--- src/rtl/rf_wb_arbiter_if.sv ---
// ============================================================================
// Module   : rf_wb_arbiter_if
// Brief    : Writeback / LLU / decode / regfile-port bundle for rf_wb_arbiter
// Revision : 1.0 - initial release
// ============================================================================
`default_nettype none

interface rf_wb_arbiter_if;
  logic        wb_valid;
  logic [4:0]  wb_rd;
  logic [31:0] wb_data;
  logic        llu_issue;
  logic [4:0]  llu_issue_rd;
  logic        llu_valid;
  logic [4:0]  llu_rd;
  logic [31:0] llu_data;
  logic        llu_ready;
  logic [4:0]  dec_rs1;
  logic [4:0]  dec_rs2;
  logic [4:0]  dec_rd;
  logic        dec_stall;
  logic        pipe_hold;
  logic        rf_we;
  logic [4:0]  rf_wa;
  logic [31:0] rf_wd;
  logic [31:0] busy_mask;
  logic        proto_err;

  modport master (
    output wb_valid, wb_rd, wb_data,
    output llu_issue, llu_issue_rd, llu_valid, llu_rd, llu_data,
    output dec_rs1, dec_rs2, dec_rd,
    input  llu_ready, dec_stall, pipe_hold,
    input  rf_we, rf_wa, rf_wd, busy_mask, proto_err
  );

  modport slave (
    input  wb_valid, wb_rd, wb_data,
    input  llu_issue, llu_issue_rd, llu_valid, llu_rd, llu_data,
    input  dec_rs1, dec_rs2, dec_rd,
    output llu_ready, dec_stall, pipe_hold,
    output rf_we, rf_wa, rf_wd, busy_mask, proto_err
  );
endinterface

`default_nettype wire

--- src/rtl/rf_wb_arbiter.sv ---
// ============================================================================
// Module   : rf_wb_arbiter
// Brief    : Shares the regfile write port between WB and the LLU, tracks
//            LLU destinations in a busy scoreboard, holds the pipe on starvation
// Revision : 1.0 - initial release
// ============================================================================
`default_nettype none

module rf_wb_arbiter #(
  parameter int STARVE_LIMIT = 8,
  parameter int CNT_W        = 8
) (
  input  wire logic      clk,
  input  wire logic      rst,
  rf_wb_arbiter_if.slave bus
);

  localparam logic [0:0]       ST_ARB     = 1'b0;
  localparam logic [0:0]       ST_HOLD    = 1'b1;
  localparam logic [CNT_W-1:0] C_CNT_TRIP = CNT_W'(STARVE_LIMIT - 1);
  localparam logic [CNT_W-1:0] C_CNT_MAX  = '1;

  logic [0:0]       state_q,     state_d;
  logic [CNT_W-1:0] cnt_q,       cnt_d;
  logic [31:0]      busy_q,      busy_d;
  logic             proto_err_q, proto_err_d;
  logic             rf_we_q,     rf_we_d;
  logic [4:0]       rf_wa_q,     rf_wa_d;
  logic [31:0]      rf_wd_q,     rf_wd_d;

  logic w_llu_ready;
  logic w_llu_hs;
  logic w_wb_grant;

  // In HOLD the LLU always wins; in ARB it only gets idle WB slots.
  assign w_llu_ready = !rst && ((state_q == ST_HOLD) || !bus.wb_valid);
  assign w_llu_hs    = bus.llu_valid && w_llu_ready;
  assign w_wb_grant  = (state_q == ST_ARB) && bus.wb_valid;

  always_comb begin
    state_d     = state_q;
    cnt_d       = cnt_q;
    busy_d      = busy_q;
    proto_err_d = proto_err_q;
    rf_we_d     = 1'b0;
    rf_wa_d     = rf_wa_q;
    rf_wd_d     = rf_wd_q;

    if (w_wb_grant) begin
      if (bus.wb_rd != 5'd0) begin
        rf_we_d = 1'b1;
        rf_wa_d = bus.wb_rd;
        rf_wd_d = bus.wb_data;
      end
    end else if (w_llu_hs) begin
      if (bus.llu_rd != 5'd0) begin
        rf_we_d = 1'b1;
        rf_wa_d = bus.llu_rd;
        rf_wd_d = bus.llu_data;
      end
    end

    case (state_q)
      ST_ARB: begin
        if (bus.llu_valid && bus.wb_valid) begin
          if (cnt_q == C_CNT_TRIP) state_d = ST_HOLD;
          if (cnt_q != C_CNT_MAX)  cnt_d   = cnt_q + 1'b1;
        end else begin
          cnt_d = '0;
        end
      end
      ST_HOLD: begin
        if (w_llu_hs) begin
          state_d = ST_ARB;
          cnt_d   = '0;
        end
        if (bus.wb_valid) proto_err_d = 1'b1;
      end
      default: state_d = ST_ARB;
    endcase

    // Clear before set so an issue landing on a completing rd keeps it busy.
    if (w_llu_hs && bus.llu_rd != 5'd0) begin
      if (!busy_q[bus.llu_rd]) proto_err_d = 1'b1;
      busy_d[bus.llu_rd] = 1'b0;
    end
    if (bus.llu_issue && bus.llu_issue_rd != 5'd0) begin
      if (busy_q[bus.llu_issue_rd]) proto_err_d = 1'b1;
      busy_d[bus.llu_issue_rd] = 1'b1;
    end
    if (bus.wb_valid && busy_q[bus.wb_rd]) proto_err_d = 1'b1;
    busy_d[0] = 1'b0;
  end

  always_ff @(posedge clk) begin
    if (rst) begin
      state_q     <= ST_ARB;
      cnt_q       <= '0;
      busy_q      <= '0;
      proto_err_q <= 1'b0;
      rf_we_q     <= 1'b0;
      rf_wa_q     <= '0;
      rf_wd_q     <= '0;
    end else begin
      state_q     <= state_d;
      cnt_q       <= cnt_d;
      busy_q      <= busy_d;
      proto_err_q <= proto_err_d;
      rf_we_q     <= rf_we_d;
      rf_wa_q     <= rf_wa_d;
      rf_wd_q     <= rf_wd_d;
    end
  end

  assign bus.llu_ready = w_llu_ready;
  assign bus.dec_stall = !rst && (busy_q[bus.dec_rs1] || busy_q[bus.dec_rs2] ||
                                  busy_q[bus.dec_rd]);
  assign bus.pipe_hold = (state_q == ST_HOLD);
  assign bus.rf_we     = rf_we_q;
  assign bus.rf_wa     = rf_wa_q;
  assign bus.rf_wd     = rf_wd_q;
  assign bus.busy_mask = busy_q;
  assign bus.proto_err = proto_err_q;

endmodule

`default_nettype wire

--- src/flat_wrapper.sv ---
// flat-port wrapper written by rule: the top's interface ports become plain ports
module rf_wb_arbiter_flat 
#(
  parameter int STARVE_LIMIT = 8,
  parameter int CNT_W        = 8
)
  (clk, rst, bus_wb_valid, bus_wb_rd, bus_wb_data, bus_llu_issue, bus_llu_issue_rd, bus_llu_valid, bus_llu_rd, bus_llu_data, bus_dec_rs1, bus_dec_rs2, bus_dec_rd, bus_llu_ready, bus_dec_stall, bus_pipe_hold, bus_rf_we, bus_rf_wa, bus_rf_wd, bus_busy_mask, bus_proto_err);
  rf_wb_arbiter_if bus_i ();
  input  wire logic clk;
  input  wire logic rst;
  input wire logic [$bits(bus_i.wb_valid)-1:0] bus_wb_valid;
  input wire logic [$bits(bus_i.wb_rd)-1:0] bus_wb_rd;
  input wire logic [$bits(bus_i.wb_data)-1:0] bus_wb_data;
  input wire logic [$bits(bus_i.llu_issue)-1:0] bus_llu_issue;
  input wire logic [$bits(bus_i.llu_issue_rd)-1:0] bus_llu_issue_rd;
  input wire logic [$bits(bus_i.llu_valid)-1:0] bus_llu_valid;
  input wire logic [$bits(bus_i.llu_rd)-1:0] bus_llu_rd;
  input wire logic [$bits(bus_i.llu_data)-1:0] bus_llu_data;
  input wire logic [$bits(bus_i.dec_rs1)-1:0] bus_dec_rs1;
  input wire logic [$bits(bus_i.dec_rs2)-1:0] bus_dec_rs2;
  input wire logic [$bits(bus_i.dec_rd)-1:0] bus_dec_rd;
  output wire logic [$bits(bus_i.llu_ready)-1:0] bus_llu_ready;
  output wire logic [$bits(bus_i.dec_stall)-1:0] bus_dec_stall;
  output wire logic [$bits(bus_i.pipe_hold)-1:0] bus_pipe_hold;
  output wire logic [$bits(bus_i.rf_we)-1:0] bus_rf_we;
  output wire logic [$bits(bus_i.rf_wa)-1:0] bus_rf_wa;
  output wire logic [$bits(bus_i.rf_wd)-1:0] bus_rf_wd;
  output wire logic [$bits(bus_i.busy_mask)-1:0] bus_busy_mask;
  output wire logic [$bits(bus_i.proto_err)-1:0] bus_proto_err;
  assign bus_i.wb_valid = bus_wb_valid;
  assign bus_i.wb_rd = bus_wb_rd;
  assign bus_i.wb_data = bus_wb_data;
  assign bus_i.llu_issue = bus_llu_issue;
  assign bus_i.llu_issue_rd = bus_llu_issue_rd;
  assign bus_i.llu_valid = bus_llu_valid;
  assign bus_i.llu_rd = bus_llu_rd;
  assign bus_i.llu_data = bus_llu_data;
  assign bus_i.dec_rs1 = bus_dec_rs1;
  assign bus_i.dec_rs2 = bus_dec_rs2;
  assign bus_i.dec_rd = bus_dec_rd;
  assign bus_llu_ready = bus_i.llu_ready;
  assign bus_dec_stall = bus_i.dec_stall;
  assign bus_pipe_hold = bus_i.pipe_hold;
  assign bus_rf_we = bus_i.rf_we;
  assign bus_rf_wa = bus_i.rf_wa;
  assign bus_rf_wd = bus_i.rf_wd;
  assign bus_busy_mask = bus_i.busy_mask;
  assign bus_proto_err = bus_i.proto_err;
  rf_wb_arbiter #(.STARVE_LIMIT(STARVE_LIMIT), .CNT_W(CNT_W)) u_core (.clk(clk), .rst(rst), .bus(bus_i));
endmodule
--- config.mk ---
export PLATFORM = sky130hd
export DESIGN_NAME = rf_wb_arbiter_flat
export DESIGN_NICKNAME = d
export VERILOG_FILES = /design/src/rtl/rf_wb_arbiter_if.sv /design/src/rtl/rf_wb_arbiter.sv /design/src/flat_wrapper.sv
export SDC_FILE = /design/constraint.sdc
export NUM_CORES = 1
export LEC_CHECK = 0
export BUFFER_PORTS_ARGS = -buffer_cell sky130_fd_sc_hd__buf_4
export CAP_MARGIN = 20
export CELL_PAD_IN_SITES_DETAIL_PLACEMENT = 1
export CELL_PAD_IN_SITES_GLOBAL_PLACEMENT = 1
export CORE_AREA = 2 2 126 128
export DETAILED_ROUTE_END_ITERATION = 8
export DIE_AREA = 0 0 128 130
export GPL_TIMING_DRIVEN = 1
export PLACE_DENSITY = 0.84
export RECOVER_POWER = 50
export SLEW_MARGIN = 40
export SYNTH_ARGS = -nofsm -noshare
export SYNTH_HDL_FRONTEND = slang
export SYNTH_SLANG_ARGS = --single-unit
--- constraint.sdc ---
create_clock -name clk -period 2.72 [get_ports clk]
set_input_delay 0.544 -clock clk [delete_from_list [all_inputs] [get_ports clk]]
set_output_delay 0.544 -clock clk [all_outputs]
set_load 0.02 [all_outputs]
# [Word level (Yosys, flattened, before mapping)]
# Cells that the tools add are included.
[classes] mux=45 bitwise=4 n_reduce_logical=22 n_lt_le_gt_ge=8 eq_ne=5 addsub=1
[op_table] cell="$mux W32" n=6
[op_table] cell="$lt A5 B6 Y1 const B" n=6
[op_table] cell="$and A32 B32 Y32" n=1
[op_table] cell="$not A32 Y32" n=1
[op_table] cell="$or A32 B32 Y32" n=1
[op_table] cell="$bmux W1 S5" n=6
[op_table] cell="$mux W8" n=3
[op_table] cell="$mux W1" n=22
[op_table] cell="$mux W5" n=4
[op_table] cell="$pmux W8 S2" n=1
[op_table] cell="$reduce_bool A5 Y1" n=3
[op_table] cell="$demux W1 S5" n=2
[op_table] cell="$ge A5 B1 Y1 const B" n=2
[op_table] cell="$logic_and A1 B1 Y1" n=10
[op_table] cell="$add A8 B1 Y8 const B" n=1
[op_table] cell="$eq A8 B3 Y1 const B" n=1
[op_table] cell="$ne A8 B8 Y1 const B" n=1
[op_table] cell="$ne A2 B2 Y1 const B" n=2
[op_table] cell="$reduce_bool A2 Y1" n=2
[op_table] cell="$logic_or A1 B1 Y1" n=3
[op_table] cell="$ne A3 B3 Y1 const B" n=1
[op_table] cell="$reduce_and A3 Y1" n=1
[op_table] cell="$logic_not A1 Y1" n=2
[op_table] cell="$pmux W1 S2" n=1
[op_table] cell="other kinds (2)" n=2
[word_totals] in_bits=99 output_inout_bits=74 ff_bits=80 wordCells=93

# [Longest topological paths before layout]
[depth] ltp_word=9 ltp_mapped=8

# [Worst setup path after synthesis]
# No wires, ideal clock.
[synth_path] path_kind="input -> output" start="in bus_dec_rd[1]" end="out bus_dec_stall" stages=6 arrival_ns=1.975 slack_ns=0.201 t_required_ns=2.176 cell_sequence="buf_2 > mux4_2 > nor2b_1 > a211o_1 > a22oi_1 > a31oi_1"
[synth_via] elab_chain_cells=4
[synth_rtl] element="start: declaration" line="flat_wrapper.sv:21" rtl="input wire logic [$bits(bus_i.dec_rd)-1:0] bus_dec_rd;"
[synth_rtl] element="$bmux W1 S5" line="rf_wb_arbiter.sv:117" rtl="busy_q[bus.dec_rd]);"
[synth_rtl] element="$mux W1 (not written as such)" line="rf_wb_arbiter.sv:117"
[synth_rtl] element="$logic_or A1 B1 Y1" line="rf_wb_arbiter.sv:116" rtl="assign bus.dec_stall = !rst && (busy_q[bus.dec_rs1] || busy_q[bus.dec_rs2] ||"
[synth_rtl] element="$logic_and A1 B1 Y1" line="rf_wb_arbiter.sv:116"
[synth_rtl] element="end: declaration" line="flat_wrapper.sv:23" rtl="output wire logic [$bits(bus_i.dec_stall)-1:0] bus_dec_stall;"
# No other way between the ends. The select of a mux whose other input is x is not followed.

# [Final worst setup path]
[layout_path] start="reg u_core.busy_q[22], in the netlist u_core.bus.busy_mask[22]" end="out bus_dec_stall"
[layout_via] elab_chain_cells=5 elab_cells_between_ends=9 classes_between="mux: 6; reduce/logical: 3"
[layout_rtl] element="start: declaration" line="rf_wb_arbiter.sv:25" rtl="logic [31:0] busy_q, busy_d;"
[layout_rtl] element="start signal: assignment" line="rf_wb_arbiter.sv:107" rtl="busy_q <= busy_d;"
[layout_rtl] element="$bmux W1 S5" line="rf_wb_arbiter.sv:116"
[layout_rtl] element="$mux W1 (not written as such)" line="rf_wb_arbiter.sv:116"
[layout_rtl] element="$logic_or A1 B1 Y1" line="rf_wb_arbiter.sv:116"
[layout_rtl] element="$logic_or A1 B1 Y1 (*)" line="rf_wb_arbiter.sv:116"
[layout_rtl] element="$logic_and A1 B1 Y1 (*)" line="rf_wb_arbiter.sv:116"
# Mark *: on every way between the ends. The rest lies on a longest branch, timed or not. The select of a mux whose other input is x is not followed.

==> results.md <==
- DRT Pass-1 Iters: 5
- Post-synth EDFFs: 0
- Largest net degree at the start of global routing: 76
- Via count: 5528
- Cell Chain, Critical Path: buf_4 > mux4_2 > mux2i_2 > a2bb2oi_1 > o31ai_1 > a31oi_1 > buf_4
- GPL Wtd Cong: 0.9675
- Initial Util: 0.3431
- CTS tree: yes
- RSZ-0062 raised after global routing: no
- Slew Limit Fails: 0
- Status: complete, no violations
- Nature of the critical path endpoint: output pin
- GR Util met2: 0.4026
- Mean Syn Cell Area: approximately 9 µm²
- Die area: ~17000 µm²
- Sequential area share after synthesis: 0.2988
- Final setup vio count: 0
- Clk Tree Root Cell: clkbuf_16
- Total clock sinks: 79
- Synth-to-layout area growth: 30.14%
- Worst min path class: in -> reg
- Maximum clock insertion buffer count: 2
- Multi-input gate area: 3435 µm²
- Final Util: 0.4465
- CP peak stage delay: 470 ps
- Synth area leaders: dfxtp_1 (30%), mux4_2 (17%), nand2_1 (8.7%)
- Fin. Hold Viols: 0
- Post-synth ARST share: 0
- Worst-margin pin slew: a little over 700 ps
- Crit-path max FO: 5
- ANT nets after route: 0
- Synth Instances: 591
- DRC: 0
- Die Y: about 130 µm
- Minimum clock period: 2690 ps
- Clock Skews: a little under 7 ps
- Yosys top cell by area: dfxtp_1
- Setup CP Type: reg -> out
- First-pass GRT wire length: around 32000 µm
- GR peak layer: met2
- Met3 usage in global routing: 0.05658
- Count of cell types in the netlist: 52
- Most frequent cells in the layout: buf_4 (143), nand2_1 (122), dfxtp_1 (79), nor2_1 (58), clkbuf_1 (56)
- Core ar.: 15420 µm²
- Gr usage total: 0.2511
- Crit path launch type: flop
- Syn_nets: 691
- Flops & latches, synth: between 70 and 80
- Drt via density: roughly 5.8
- Pleak: about 2.7 nW
- H-tree Lvls: 3
- Final WL: 21300 µm
- Vias in the first global route: roughly 5600
- Reg area: 1582 µm²
- Compound-gate portion of the synthesized area: 0.2019
- Cell area after synthesis: 5293 µm²
- Hpwl dp: 15450 µm
- Fillers: 1853
- CP max-delay cell: mux4_2
- WP data required: 2180 ps
- Nets@finish: 849
- Synthesis Warnings: 0
- Rows: 46
- Worst IR Drop VDD: 0.3282 mV
- Setup bufs post-CTS: 0
- Post-Synth Adder-Cell Area: 0.002364
- Most common cell after layout, fill and taps aside: buf_4
- TritonCTS Buffers: 9
- Layout cells sized above 1: 0.3174
- Clk pin slew, worst setup/hold paths: 60 ps
- Post-route setup TNS: 0 ps
- Post-synth top area share: 0.2988
- Final Cycle Share: 0.9888
- Num ports: 173
- Later-pin clock latency in the skew report: between 300 and 400 ps
- Wire length per cell: 22.54 µm
- Synth Flop Type: dfxtp_1
- Die W: 128 µm
- Max-slew headroom: 0.5262
- Post-synthesis mux area share: 0.2177
- Synth Area in XOR/XNOR: 0.01158
- Crit path DAT: 2150 ps
- First DRT Iteration DRCs: 543
- Most used cell, CP: buf_4
- PD cells: 468.7 nW/µm²
- N_diodes: 0
- Reg2reg setup slack: just over 600 ps
- Largest family of logic cells by synthesized area: multiplexers
- Global route total overflow: 0
- Peak Freq: about 370 MHz
- IO buf count: around 170
- Met1 Use GR: 0.3320
- Initial antenna violation count: 0
- Max cap viols: 0
- Simple-gate share of the synthesized area: 0.2116
-- timing repair --
item | CTS | global route
setup endpoints to repair | 0 | 1
hold buffers | 0 | 0
hold endpoints to repair | 0 | 0
gates resized for setup | 0 | 3
-- power by group --
part           switching (W)  total (W)  leakage [nW]  internal (W)
clock               0.000496    0.00132         0.155      0.000822
sequential         0.0000396    0.00125         0.647       0.00121
combinational       0.000387   0.000658          1.86      0.000271
-- area by class of cell --
type,count,area share
Inverter,5,0.002725
Sequential cell,79,0.2296
Clock buffer,11,0.03524
Multi-Input combinational cell,455,0.4986
Tap cell,192,0.03488
Timing Repair Buffer,199,0.1887
Clock inverter,4,0.01017
-- metal layers --
metal  up-vias  wire length, µm  part of all wire
li1       2499                -                 -
met1      2739             8661              0.41
met2       250            10510              0.49
met3        40             1621             0.076
met4         0              508             0.024
met5         -                0                 0
-- worst max-delay path, delay by kind of cell (launching register included) --
family	cells	cell delay [ps]
muxes	2	680
buffers and inverters	2	400
AOI/OAI and AO/OA	3	310
DFF	1	430
-- logic make-up (layout without fill, tap and decap cells) --
logic type,Yosys count,in the layout
XOR/XNOR,7,7
adder cells (fa/ha/maj),1,1
AND/OR/NAND/NOR,249,249
flip-flops,79,79
buffers and inverters,57,219
other,1,1
AO/OA/AOI/OAI,134,134
multiplexers,63,63
-- stage by stage --
| stage | total power [W] | worst slack, ps | std cells | hold slack (ps) | area [µm²] |
|---|---|---|---|---|---|
| floorplan | 0.001676 | 200.6 | 591 | 444.3 | 5293 |
| global placement | 0.001956 | 125.8 | 930 | 462.9 | 6780 |
| detailed placement | 0.001976 | 84.46 | 930 | 465.9 | 6780 |
| CTS | 0.003295 | 35.60 | 945 | 465.3 | 7093 |
| global route | 0.003359 | 5.369 | 945 | 490.3 | 6888 |
| finish | 0.003228 | 30.35 | 945 | 473.6 | 6888 |
-- cell usage after synthesis (all sizes together) (3+ instances only) --
| cell | n |
|---|---|
| a221oi | 3 |
| nor2b | 13 |
| nand4 | 8 |
| mux2 | 7 |
| nand2b | 11 |
| mux4 | 41 |
| o21ai | 35 |
| nor4 | 3 |
| a21oi | 39 |
| a311oi | 38 |
| nor3 | 6 |
| and4 | 3 |
| clkbuf | 27 |
| nor2 | 58 |
| nand3 | 8 |
| nand2 | 122 |
| inv | 5 |
| o22ai | 3 |
| xor2 | 7 |
| buf | 25 |
| dfxtp | 79 |
| nand4b | 4 |
| mux2i | 15 |
-- worst paths after layout --
kind / from / end / cells after the start
min: bus_wb_data[31] / u_core.bus.rf_wd[31]$_SDFFE_PP0P_ / 3
max reg2reg: u_core.bus.busy_mask[19]$_SDFF_PP0_ / u_core.bus.proto_err$_SDFF_PP0_ / 5
min reg2reg: u_core.cnt_q[1]$_SDFFE_PP0P_ / u_core.cnt_q[1]$_SDFFE_PP0P_ / 2
max: u_core.bus.busy_mask[22]$_SDFF_PP0_ / bus_dec_stall / 7
-- state kept, by name, summed over array words and instances, names as in the netlist --
register and cells:
u_core.bus.busy_mask 31, u_core.bus.pipe_hold 1, u_core.bus.proto_err 1, u_core.bus.rf_wa 5
u_core.bus.rf_wd 32, u_core.bus.rf_we 1, u_core.cnt_q 8
(Power assumes the default switching activity.)
